<file path="src/rtl/bscan_pkg.sv">
// Shared types for the Bscan word gatherer: FSM states, default frame marker, header type.
package bscan_pkg;

  typedef enum logic [1:0] {HUNT, PAYLOAD, HOLD} state_t;

  localparam logic [15:0] BSCAN_SYNC = 16'hA5C3;

  typedef logic [15:0] hdr_t;

endpackage

</file>
<file path="src/rtl/bscan_gather.sv">
// Reassembles Bscan 32-bit words into header+payload messages; message valid 1 cycle after last word.
// Input stalls only in HOLD, when a finished message waits behind an unaccepted output.
module bscan_gather
  import bscan_pkg::*;
#(
  parameter logic [15:0] SYNC          = BSCAN_SYNC,
  parameter int unsigned PAYLOAD_WORDS = 4
) (
  input  logic                            CLK,
  input  logic                            nRST,
  input  logic                            in_enq__ENA,
  input  logic [31:0]                     in_enq_v,
  output logic                            in_enq__RDY,
  output logic                            out_enq__ENA,
  output logic [16+32*PAYLOAD_WORDS-1:0]  out_enq_v,
  input  logic                            out_enq__RDY,
  output logic [7:0]                      syncErrors
);

  localparam int unsigned MSGW = 16 + 32*PAYLOAD_WORDS;
  localparam int unsigned CNTW = (PAYLOAD_WORDS > 1) ? $clog2(PAYLOAD_WORDS) : 1;
  localparam logic [CNTW-1:0] LAST = CNTW'(PAYLOAD_WORDS - 1);

  state_t          state_q, state_nxt;
  logic [CNTW-1:0] cnt_q;
  logic [MSGW-1:0] asm_q, asm_nxt, out_q;
  logic            out_vld_q;
  logic [7:0]      err_q;
  logic            word_xfer, out_free, is_sync, is_last, load_out;
  hdr_t            word_hdr;

  assign in_enq__RDY = (state_q != HOLD);
  assign word_xfer   = in_enq__ENA & in_enq__RDY;
  assign out_free    = ~out_vld_q | out_enq__RDY;
  assign is_sync     = (in_enq_v[31:16] == SYNC);
  assign is_last     = (cnt_q == LAST);
  assign word_hdr    = in_enq_v[15:0];

  always_ff @(posedge CLK or negedge nRST) begin
    if (!nRST) state_q <= HUNT;
    else       state_q <= state_nxt;
  end

  always_comb begin
    state_nxt = state_q;
    load_out  = 1'b0;
    case (state_q)
      HUNT: begin
        if (word_xfer && is_sync) state_nxt = PAYLOAD;
      end
      PAYLOAD: begin
        if (word_xfer && is_last) begin
          if (out_free) begin
            state_nxt = HUNT;
            load_out  = 1'b1;
          end else begin
            state_nxt = HOLD;
          end
        end
      end
      HOLD: begin
        if (out_free) begin
          state_nxt = HUNT;
          load_out  = 1'b1;
        end
      end
      default: state_nxt = HUNT;
    endcase
  end

  // The output register loads from asm_nxt so the last payload word lands in the same cycle.
  always_comb begin
    asm_nxt = asm_q;
    if (word_xfer) begin
      if (state_q == HUNT && is_sync)
        asm_nxt[15:0] = word_hdr;
      else if (state_q == PAYLOAD)
        asm_nxt[16 + 32*int'(cnt_q) +: 32] = in_enq_v;
    end
  end

  always_ff @(posedge CLK or negedge nRST) begin
    if (!nRST) begin
      asm_q     <= '0;
      cnt_q     <= '0;
      err_q     <= '0;
      out_q     <= '0;
      out_vld_q <= 1'b0;
    end else begin
      asm_q <= asm_nxt;
      if (state_q == HUNT && word_xfer && is_sync)
        cnt_q <= '0;
      else if (state_q == PAYLOAD && word_xfer)
        cnt_q <= cnt_q + CNTW'(1);
      if (state_q == HUNT && word_xfer && !is_sync && err_q != 8'hFF)
        err_q <= err_q + 8'd1;
      if (load_out) begin
        out_q     <= asm_nxt;
        out_vld_q <= 1'b1;
      end else if (out_enq__RDY) begin
        out_vld_q <= 1'b0;
      end
    end
  end

  assign out_enq__ENA = out_vld_q;
  assign out_enq_v    = out_q;
  assign syncErrors   = err_q;

endmodule

</file>
<file path="config.mk">
export PLATFORM = sky130hd
export DESIGN_NAME = bscan_gather
export DESIGN_NICKNAME = d
export VERILOG_FILES = /design/src/rtl/bscan_pkg.sv /design/src/rtl/bscan_gather.sv
export SDC_FILE = /design/constraint.sdc
export NUM_CORES = 1
export LEC_CHECK = 0
export ABC_AREA = 1
export CORE_ASPECT_RATIO = 1.25
export CORE_UTILIZATION = 40
export CTS_BUF_LIST = sky130_fd_sc_hd__clkbuf_4 sky130_fd_sc_hd__clkbuf_8
export CTS_CLUSTER_DIAMETER = 60
export DETAILED_ROUTE_END_ITERATION = 8
export HOLD_SLACK_MARGIN = 0.05
export PLACE_DENSITY = 0.68
export SLEW_MARGIN = 20
export SYNTH_ARGS = -nofsm -noshare
export SYNTH_HDL_FRONTEND = slang
export SYNTH_SLANG_ARGS = --single-unit
</file>
<file path="constraint.sdc">
create_clock -name CLK -period 3.65 [get_ports CLK]
set_input_delay 0.73 -clock CLK [delete_from_list [all_inputs] [get_ports CLK]]
set_output_delay 0.73 -clock CLK [all_outputs]
set_load 0.02 [all_outputs]
</file>
==> flow_summary.json <==
{
  "status": "complete, no violations",
  "track_usage_pct": 21.5,
  "cts-resized-gates": 0,
  "ios": 190,
  "die-area_um2": 34900,
  "synth_top_area_cell": "dfrtp_1",
  "synth.most_common_cell": "nand2_1",
  "cts_buffer_depth": 3,
  "antenna_found_initial": 1,
  "maxCapViolCount": 0,
  "maxSlewHeadroom_pct": 31.6,
  "drtIter0Drc": 748,
  "grt_pass1_vias": 11200,
  "rows": 75,
  "synth_top_flop_cell": "dfrtp_1",
  "worst-path-max-fanout": 3,
  "syn-num-nets": 1717,
  "period_minus_slack_ps": 2770,
  "worst_pin_slew_ps": 1030,
  "yosys-top-cells-area": "dfrtp_1, nand2_1, nand3_1",
  "finalPower_w": 0.0149,
  "synth.top_cells.by_count": "nand2_1, dfrtp_1, nand3_1",
  "min_path_type": "in -> async",
  "clock-root-buffer": "clkbuf_8",
  "cts_buffers": 50,
  "start_util_pct": 40.7,
  "synth_edf_count": 0,
  "critPathLaunch": "state_q[0]",
  "p_per_area_nw_per_um2": 873,
  "totalWireLength_um": 36600,
  "dieHeight_um": 209,
  "setup_violations": 0,
  "dr.pass1.iters": 5,
  "numPortBuffers": 189,
  "ant_nets": 0,
  "clock_sinks": 301,
  "crit_type": "reg -> out",
  "syn_area_um2": 13700,
  "syn_inst": 1672,
  "max_freq_mhz": 361,
  "dpl.hpwl_um": 24000,
  "wire_per_inst_um": 15.9,
  "critPathCaptureType": "output port",
  "synth_warnings": 0,
  "postCtsHoldBufs": 0,
  "overflow": 0,
  "critPathArrivalTime_ps": 2040,
  "synthDistinctLibCells": 28,
  "ir_worst_vdd_v": 0.000450,
  "placed_area_um2": 15900,
  "cts_setup_buffers": 0,
  "core_um2": 33600,
  "synth-seq-cells": 301,
  "clk_latency_ps": 590,
  "ys_seq_area_share_pct": 55.1,
  "postSynth.asyncResetShare_pct": 100,
  "dr_total_vias": 11300,
  "skew_ps": 24.0,
  "ff2ff_path_depth": 9,
  "r2r-start": "cnt_q[0]",
  "place_congestion": 0.794,
  "p_leak_nw": 8.62,
  "cp_data_required_time_ps": 2920,
  "fin_nets": 1891,
  "post-route-period-util_pct": 76.0,
  "drive_gt1_share_pct": 6.91,
  "drv_slew": 0,
  "cts_max_level": 2,
  "fin_area_um2": 17000,
  "drc_errors": 0,
  "clkSlewWorstSetupHoldPaths_ps": 60,
  "synth_top_area_share_pct": 55.1,
  "grt_pass1_wl_um": 60100,
  "cts_tree": "yes",
  "grt_setup_unrepaired": "false",
  "synth.avg_cell_area_um2": 8.18,
  "viasPerCell": 4.89,
  "worstSetupStartpointType": "register",
  "hold_violations": 0,
  "area_growth_syn_to_layout_pct": 24.6,
  "die_width_um": 167,
  "grt_max_degree": 145,
  "tns_ps": 0
}
## routing by layer
layer,up-vias,wire [um],global-route usage (%)
li1,5536,-,-
met5,-,0,0
met2,309,17000,33.8
met1,5379,16800,30.0
met3,56,1920,3.56
met4,0,887,7.43
## cells in the final DEF (no fill, tap or decap), drive strengths merged
cell	n
o21a	16
o211ai	16
nand2	607
dfrtp	301
buf	30
xnor2	3
nor2	55
ha	9
bufinv	3
nand3	260
diode	1
a21oi	1
clkbuf	74
o21ai	10
inv	168
or2	1
xor2	4
nand4	1
nor3	30
clkdlybuf4s50	188
clkinvlp	4
and2	92
clkinv	7
mux2	1
## stage by stage
step,hold slack (ps),cells,setup slack [ps],util [%]
finish,157,2305,877,50.7
global route,190,2305,779,50.7
CTS,161,2304,863,50.7
detailed placement,456,2217,551,47.5
global placement,449,2217,626,47.5
floorplan,434,1672,1720,-
## flip-flops by register name, indices dropped and copies added, names as in the netlist
name          cells
asm_q           144
cnt_q             2
out_enq__ENA      1
out_enq_v       144
state_q           2
syncErrors        8
## where the power goes
part           total [W]  leakage (nW)  internal [W]  switching (W)
clock network    0.00323         0.565       0.00186        0.00137
registers        0.00548          3.68       0.00476       0.000715
logic            0.00616          4.37       0.00255        0.00361
## kinds of logic after synthesis
logic type	after synthesis	synth area share (%)
buffers and inverters	265	8.14
multiplexers	1	0.0824
AO/OA/AOI/OAI	43	2.16
flip-flops	301	55.1
adder cells (fa/ha/maj)	9	0.824
AND/OR/NAND/NOR	1046	33.3
XOR/XNOR	7	0.448
## worst max-delay path, stage by stage, from the launching register on
cell	delay, ps
dfrtp_1	360
inv_1	80
ha_1	240
inv_1	110
clkdlybuf4s50_1	660
## cell type report
| type | instances | area, um^2 |
|---|---|---|
| Inverter | 169 | 637 |
| Tap cell | 423 | 529 |
| Timing Repair Buffer | 218 | 2190 |
| Multi-Input combinational cell | 1106 | 5050 |
| Sequential cell | 301 | 7530 |
| Clock buffer | 74 | 937 |
| Clock inverter | 13 | 154 |
| Antenna cell | 1 | 2.50 |
| Fill cell | 3216 | 16600 |
## path summary, 6_finish.rpt
path,endpoint,slack (ps)
worst max-delay path,in_enq__RDY,880
worst min-delay path,out_enq_v[102],160
worst max register to register,out_enq_v[24],1110
worst min register to register,asm_q[58],470
max in group asynchronous,asm_q[121],2610
min in group CLK,asm_q[58],470
Note: power is estimated with default switching activity, not from simulation.
